## src/rtl/dependancy_scoreboard.sv

```systemverilog
// Issue scoreboard: tracks in-flight dependency vectors and gates issue.
// Allocates the lowest free slot on issue, frees slots on retire or flush.
module dependancy_scoreboard #(
   parameter int SLOTS     = 8,
   parameter int SLOT_BITS = 3
) (
   input  logic                 main_clk,
   input  logic                 main_reset,
   input  logic                 new_valid,
   input  logic [16:0]          new_depend_read,
   input  logic [16:0]          new_depend_write,
   input  logic [2:0]           new_depend_special,
   output logic                 new_ready,
   output logic [SLOT_BITS-1:0] issue_slot,
   input  logic                 retire_valid,
   input  logic [SLOT_BITS-1:0] retire_slot,
   input  logic                 flush,
   output logic [16:0]          pending_write,
   output logic [SLOT_BITS:0]   occupancy,
   output logic                 full,
   output logic                 empty,
   output logic [15:0]          stall_cycles
);

   logic [SLOTS-1:0] slotValid;
   logic [16:0]      slotRead    [SLOTS];
   logic [16:0]      slotWrite   [SLOTS];
   logic [2:0]       slotSpecial [SLOTS];
   logic [SLOT_BITS:0] occCount;
   logic [15:0]      stallCount;
   logic             hazard;
   logic             freeFound;
   logic             doIssue;
   logic             doRetire;

   assign occupancy    = occCount;
   assign stall_cycles = stallCount;
   assign full         = (occCount == (SLOT_BITS+1)'(SLOTS));
   assign empty        = (occCount == '0);
   assign new_ready    = ~main_reset & ~flush & ~full & ~hazard;
   assign doIssue      = new_valid & new_ready;
   assign doRetire     = retire_valid & slotValid[retire_slot];

   // Hazard check of the incoming instruction against every live slot.
   always_comb begin
      hazard = 1'b0;
      for (int i = 0; i < SLOTS; i++) begin
         if (slotValid[i]) begin
            if (|(new_depend_read & slotWrite[i]))
               hazard = 1'b1;
            if (|(new_depend_write & slotRead[i]))
               hazard = 1'b1;
            if (|(new_depend_write & slotWrite[i]))
               hazard = 1'b1;
            if (slotSpecial[i][0] | new_depend_special[0])
               hazard = 1'b1;
            if (new_depend_special[1] & slotSpecial[i][2])
               hazard = 1'b1;
            if (new_depend_special[2] &
                (slotSpecial[i][1] | slotSpecial[i][2]))
               hazard = 1'b1;
         end
      end
   end

   // Union of register writes still outstanding.
   always_comb begin
      pending_write = '0;
      for (int i = 0; i < SLOTS; i++)
         if (slotValid[i])
            pending_write = pending_write | slotWrite[i];
   end

   // Lowest-index free slot; zero when none is free.
   always_comb begin
      issue_slot = '0;
      freeFound  = 1'b0;
      for (int i = 0; i < SLOTS; i++) begin
         if (!slotValid[i] && !freeFound) begin
            issue_slot = SLOT_BITS'(i);
            freeFound  = 1'b1;
         end
      end
   end

   // Slot allocation, retirement, flush and occupancy tracking.
   always_ff @(posedge main_clk) begin
      if (main_reset) begin
         slotValid <= '0;
         occCount  <= '0;
         for (int i = 0; i < SLOTS; i++) begin
            slotRead[i]    <= '0;
            slotWrite[i]   <= '0;
            slotSpecial[i] <= '0;
         end
      end else if (flush) begin
         slotValid <= '0;
         occCount  <= '0;
      end else begin
         if (doRetire)
            slotValid[retire_slot] <= 1'b0;
         if (doIssue) begin
            slotValid[issue_slot]   <= 1'b1;
            slotRead[issue_slot]    <= new_depend_read;
            slotWrite[issue_slot]   <= new_depend_write;
            slotSpecial[issue_slot] <= new_depend_special;
         end
         occCount <= occCount + (SLOT_BITS+1)'(doIssue)
                              - (SLOT_BITS+1)'(doRetire);
      end
   end

   // Saturating count of cycles an instruction waited on a hazard.
   always_ff @(posedge main_clk) begin
      if (main_reset)
         stallCount <= '0;
      else if (new_valid && !new_ready && stallCount != 16'hFFFF)
         stallCount <= stallCount + 16'd1;
   end

endmodule

```

## config.mk

```make
export PLATFORM = sky130hd
export DESIGN_NAME = dependancy_scoreboard
export DESIGN_NICKNAME = d
export VERILOG_FILES = /design/src/rtl/dependancy_scoreboard.sv
export SDC_FILE = /design/constraint.sdc
export NUM_CORES = 1
export LEC_CHECK = 0
export CAP_MARGIN = 20
export CORE_MARGIN = 2
export CORE_UTILIZATION = 40
export CTS_CLUSTER_DIAMETER = 60
export DETAILED_ROUTE_END_ITERATION = 12
export HOLD_SLACK_MARGIN = 0.08
export RECOVER_POWER = 50
export SETUP_SLACK_MARGIN = 0.02
export SKIP_CTS_REPAIR_TIMING = 1
export SLEW_MARGIN = 20
export SYNTH_ARGS = -nofsm -noshare
export SYNTH_HDL_FRONTEND = slang
export SYNTH_SLANG_ARGS = --single-unit
```

## constraint.sdc

```tcl
create_clock -name main_clk -period 5.7 [get_ports main_clk]
set_input_delay 1.71 -clock main_clk [delete_from_list [all_inputs] [get_ports main_clk]]
set_output_delay 1.71 -clock main_clk [all_outputs]
set_load 0.05 [all_outputs]
```

==> impl_metrics.csv, run 1 <==
group,metric,value,unit
status,status,"complete, but fails checks",
status,violations,"negative setup slack",
cts,cts_buffer_depth,3,
cts,clock_latency,0.54,ns
cells_and_area,fillers,3394,
cts,clock_sinks,324,
sta,period_needed,5.74,ns
synthesis,syn_inst,1283,
run,maxCapViolations,0,
sta,setup_slack,-0.0446,ns
sta,relSlewSlack,56.4,%
cts,clk_pin_slew,0.06,ns
placement,placed_cells,1981,
detailed_routing,postRouteWirelength,59300,um
global_routing,antenna_found_initial,1,
synthesis,yosys.cell_types.count,65,
global_routing,grt.total_usage,28.3,%
worst_setup_path,critPathRequiredTime,3.99,ns
worst_setup_path,criticalPathCategory,"input port to output pin",
cells_and_area,syn2layout_area_growth,31.8,%
synthesis,async_reset_ff_share,0,%
sta,finalCritPeriodShare,101,%
sta,hold_violations,0,
cells_and_area,final_common_cell,"edfxtp_1",
cells_and_area,multi_input_area,5910,um2
sta,slew_viol_final,0,
cells_and_area,final_cell_mix,"edfxtp_1 (296), and2_1 (294), buf_4 (180)",
detailed_routing,ant_nets,0,
synthesis,synth_fa_ha_area_share,0.692,%
cts,cts_tree,"built",
cells_and_area,fin_nets,1601,
synthesis,synth_compound_area_share,14.1,%
sta,setup_viol,1,
sta,skew,0.0230,ns
detailed_routing,drc,0,
detailed_routing,drt_iter0_markers,1974,
floorplan,die_y,201,um
cells_and_area,register_area,9450,um2
synthesis,avgSynthCellArea,12.1,um2
cts,cts_buffers,38,
synthesis,synthMuxAreaShare,0.861,%
synthesis,syn-cell-area,15600,um2
pwr,max-vdd-ir-drop,0.176,mV
cells_and_area,layout-drive-gt1-share,25.1,%
worst_setup_path,cp-start-kind,"input port",
synthesis,synth_edf_count,296,
synthesis,synth_top_family_by_area,"simple AND/OR/NAND/NOR gates",
worst_hold_path,min_path_type,"flip-flop to flip-flop",
sta,grt_setup_unrepaired,"yes",
floorplan,die_w,201,um
floorplan,io_pins,88,
sta,max_clock_freq,174,MHz
sta,tightestPinTransition,0.650,ns
worst_setup_path,worstPathArrival,4.03,ns
detailed_routing,via_count,12749,
global_routing,grt_pass1_wl,83700,um
synthesis,synthXorXnorAreaFrac,0.113,%
global_routing,grt_max_degree,40,
synthesis,synth.ff_latch_count,324,
cells_and_area,fin_util,53.2,%
placement,io_buffers,87,
global_routing,grt_pass1_vias,11944,
cts,cts-root-buf,"clkbuf_16",
global_routing,gr-total-overflow,0,
cts,cts.htree.levels,2,
floorplan,start_util,40.3,%
detailed_routing,wire_per_inst,28.3,um
floorplan,coreArea,38600,um2
detailed_routing,dr.pass1.iters,6,
placement,globalplace.congestion,0.984,
pwr,leakagePower,7.84,nW
placement,dpl.hpwl,41500,um
worst_setup_path,cp_max_fo,8,
floorplan,row_count,72,
synthesis,yosysWarnings,0,
synthesis,yosys.area_share.simple,19.8,%
pwr,total_power,5.70,mW
floorplan,dieArea,40500,um2
synthesis,synthFlopType,"edfxtp_1",
synthesis,ys_seq_area_share,60.8,%
cells_and_area,final_cells,2095,
pwr,power_density,278,nW/um2
detailed_routing,viasPerCell,6.09,
worst_setup_path,end_kind,"output pin",
==> registers in the layout (all words and copies together), names as in the netlist <==
signal and cells:
stall_cycles 16, slotWrite 136, slotSpecial 24, slotValid 8, slotRead 136, occupancy 4
==> critical path, stage by stage <==
cell and delay, ns:
dlymetal6s2s_1 0.13, buf_6 0.15, buf_4 0.15, a22oi_1 0.18
nand4_1 0.18, or4_4 0.57, o41ai_2 0.28, buf_4 0.20
nand4_4 0.16, clkinvlp_4 0.15, buf_12 0.14
==> where the power goes <==
group,switching (mW),internal (mW)
combinational,0.380,0.257
clock,1.01,1.30
sequential,0.0704,2.68
total,1.46,4.24
==> cell type report <==
cell class / count / area share, %
multi-input combinational: 842 / 28.9
timing repair buffer: 331 / 16.0
clock inverter: 24 / 0.775
inverter: 11 / 0.220
clock buffer: 44 / 4.85
tap: 518 / 3.16
sequential: 324 / 46.1
antenna: 1 / 0.0122
==> synthesized netlist by cell type, drive strengths merged (11+ instances only) <==
cell type / instances / area share (%)
nand2: 19 / 0.46
dfxtp: 28 / 3.6
a221oi: 18 / 1.1
a22oi: 118 / 5.7
mux2: 11 / 0.80
nor4: 12 / 0.92
edfxtp: 296 / 57
nor2: 22 / 0.53
and2: 295 / 12
nor2b: 13 / 0.52
buf: 33 / 1.4
clkbuf: 79 / 1.9
nand4: 68 / 2.8
nand3: 11 / 0.35
o21ai: 117 / 3.8
a22o: 18 / 1.0
==> worst paths after layout <==
kind | from | endpoint | slack (ns) | cells after the start
max | new_depend_read[1] | new_ready | -0.04 | 11
min | stall_cycles[1] | stall_cycles[1] | 0.51 | 2
max reg2reg | slotWrite[2][8] | occupancy[2] | 1.77 | 16
min reg2reg | stall_cycles[1] | stall_cycles[1] | 0.51 | 2
==> through the flow <==
| step | setup WS, ns | TNS, ns | cell area, um2 | hold slack, ns |
|---|---|---|---|---|
| 2_1_floorplan | 0.0493 | 0 | 15600 | 0.707 |
| 3_3_place_gp | -0.583 | -1.22 | 18500 | 0.500 |
| 3_5_place_dp | -0.556 | -0.861 | 18500 | 0.501 |
| 4_1_cts | -0.560 | -0.560 | 19700 | 0.511 |
| 5_1_grt | -0.0924 | -0.0924 | 20500 | 0.548 |
| 6_report | -0.0446 | -0.0446 | 20500 | 0.515 |
==> per-layer routing <==
metal	GRT usage [%]	vias to the layer above	share of wire, %
li1	-	5400	-
met1	39.4	6421	40
met2	44.0	779	46
met3	4.71	147	9.2
met4	12.0	2	4.7
met5	0	-	0.19
==> logic make-up after synthesis <==
logic type	count (synthesis)
flip-flops	324
multiplexers	12
buffers and inverters	123
AO/OA/AOI/OAI	320
other	1
XOR/XNOR	2
AND/OR/NAND/NOR	493
adder cells (fa/ha/maj)	8
No activity file was read; power rests on OpenSTA's default activity.
==> inputs of run 2 (changes only) <==
Settings changed: CAP_MARGIN 20 to unset, CORE_MARGIN 2 to 3.
==> run 2 against run 1 <==
  * Hold slack worse by 0.0036 ns
  * Sequential power about the same
  * Die area is 2.0% higher
  * Sequential share of layout area rose by 0.23 points
  * Global-route usage down 0.59 points
  * Worst setup slack improved by 0.082 ns
  * Total power shrank 0.74%
  * Combinational power is essentially flat
  * Non-clock buffer count down 4
  * The flow now finishes without violations
  * Wire length up 1.6%
  * Register-to-register slack improved by 0.16 ns
  * Clock power fell by 2%
==> impl_metrics.csv, run 2 (synthesized netlist as in run 1, its figures left out) <==
group,metric,value,unit
cts,cts_buffers,38,
cells_and_area,syn2layout_area_growth,31.1,%
cts,cts.htree.levels,2,
placement,globalplace.congestion,0.970,
sta,max_clock_freq,177,MHz
cts,cts_tree,"built",
pwr,leakagePower,7.78,nW
worst_setup_path,worstPathArrival,3.95,ns
sta,tightestPinTransition,0.690,ns
pwr,pwr-share-clk,40.1,%
pwr,p_seq_share,48.7,%
global_routing,gr-total-overflow,0,
pwr,p_sw,1.41,mW
worst_hold_path,holdCritStartpoint,"stall_cycles[1]",
worst_setup_path,crit_start,"new_depend_write[9]",
floorplan,die_y,203,um
worst_setup_path,rr_startpoint,"slotWrite[5][6]",
floorplan,die_w,203,um
worst_setup_path,critPathSlowestCell,"or3_1",
worst_setup_path,cp_top_family,"buffers and inverters",
worst_setup_path,path_cells,"dlymetal6s2s_1 > buf_12 > o21ai_1 > nand4_1 > or3_1 > o31a_1 > nor4_2 > buf_4 > nand4_4 > clkinvlp_4 > buf_12",
worst_setup_path,rrSetupSlack,1.93,ns
worst_setup_path,cp_max_fo,8,
placement,dpl.hpwl,41900,um
worst_setup_path,path_buf_inv,5,
run,maxCapViolations,0,
global_routing,grt_max_degree,40,
worst_setup_path,end_kind,"output pin",
pwr,max-vdd-ir-drop,0.164,mV
placement,io_buffers,87,
worst_setup_path,cp-start-kind,"input port",
detailed_routing,viasPerCell,6.15,
cells_and_area,reg_top3,"slotRead: 136 flops, slotWrite: 136 flops, slotSpecial: 24 flops",
worst_hold_path,min_path_type,"flip-flop to flip-flop",
worst_setup_path,criticalPathCategory,"input port to output pin",
cts,cts_buffer_depth,3,
cells_and_area,final_common_cell,"edfxtp_1",
status,status,"finished, final reports clean",
pwr,comb_power_share,11.3,%
worst_setup_path,cp_slowest_stage_delay,0.36,ns
floorplan,io_pins,88,
sta,slew_viol_final,0,
cts,clk_pin_slew,0.06,ns
placement,placed_cells,1978,
pwr,power_density,278,nW/um2
cells_and_area,final_cell_mix,"edfxtp_1 (296), and2_1 (294), buf_4 (173)",
cells_and_area,fin_nets,1597,
detailed_routing,dr.pass1.iters,6,
cts,cts-root-buf,"clkbuf_16",
cells_and_area,layout-drive-gt1-share,25.0,%
sta,skew,0.0174,ns
cts,clock_sinks,324,
detailed_routing,drc,0,
detailed_routing,drt_iter0_markers,1634,
worst_setup_path,critPathRequiredTime,3.99,ns
sta,setup_tns,0,ns
detailed_routing,postRouteWirelength,60300,um
cells_and_area,final_cells,2082,
sta,hold_violations,0,
sta,setup_viol,0,
global_routing,grt_pass1_wl,84100,um
sta,grt_setup_unrepaired,"yes",
sta,finalCritPeriodShare,99.3,%
sta,period_needed,5.66,ns
detailed_routing,via_count,12811,
global_routing,grt_pass1_vias,12034,
global_routing,antenna_found_initial,1,
global_routing,grt.total_usage,27.7,%
worst_setup_path,crit_top_cell,"buf_12",
floorplan,start_util,40.9,%
floorplan,dieArea,41300,um2
pwr,sw_frac_of_total,24.9,%
pwr,internal-power,4.25,mW
cts,clock_latency,0.53,ns
sta,relSlewSlack,53.9,%
floorplan,coreArea,38000,um2
detailed_routing,ant_nets,0,
floorplan,row_count,71,
detailed_routing,wire_per_inst,29.0,um
run 2: cell types whose count changed in the layout (fill, tap and decap cells not counted), sizes merged:
cell	previous run	this run
buf	247	239
bufinv	1	0
clkbuf	52	72
clkdlybuf4s50	27	28
clkinv	17	9
clkinvlp	4	2
dlygate4sd3	22	21
dlymetal6s2s	27	23
inv	13	10
run 2: metal layers:
layer  track usage (%)  share of wire, %
met1              38.8                38
met2              42.9                45
met3              5.04                11
met4              11.5               4.9
met5                 0                 0
run 2: final timing paths:
| check | endpoint | cells past startpoint |
|---|---|---|
| min reg2reg | stall_cycles[1] | 2 |
| max | new_ready | 11 |
| min | stall_cycles[1] | 2 |
| max reg2reg | occupancy[2] | 17 |
run 2: power groups by stage:
stage / clock network, mW / registers, mW / logic [mW]
floorplan: 0 / 2.77 / 0.235
global placement: 0 / 2.79 / 0.568
detailed placement: 0 / 2.79 / 0.570
CTS: 2.28 / 2.74 / 0.572
global route: 2.39 / 2.76 / 0.662
finish: 2.27 / 2.75 / 0.638
run 2: metrics by stage:
stage / cell area [um2] / total power [mW] / util [%] / setup slack [ns] / hold WS (ns)
2_1_floorplan: 15600 / 3.01 / - / 0.0493 / 0.707
3_3_place_gp: 18400 / 3.36 / 48.5 / -0.536 / 0.499
3_5_place_dp: 18400 / 3.36 / 48.5 / -0.521 / 0.506
4_1_cts: 19600 / 5.60 / 51.5 / -0.536 / 0.515
5_1_grt: 20400 / 5.81 / 53.6 / -0.0446 / 0.535
6_report: 20400 / 5.66 / 53.6 / 0.0378 / 0.511
run 2: cell type report:
| type | instances | area (um2) |
|---|---|---|
| Antenna cell | 1 | 2.50 |
| Clock buffer | 56 | 1080 |
| Clock inverter | 10 | 52.6 |
| Fill cell | 3311 | 17600 |
| Inverter | 11 | 45.0 |
| Multi-Input combinational cell | 842 | 5900 |
| Sequential cell | 324 | 9450 |
| Tap cell | 511 | 639 |
| Timing Repair Buffer | 327 | 3230 |
run 2: tightest hold or removal path: stages, from the launching register on:
cell      delay (ns)
dfxtp_1         0.34
nand2b_1        0.07
mux2i_1         0.05
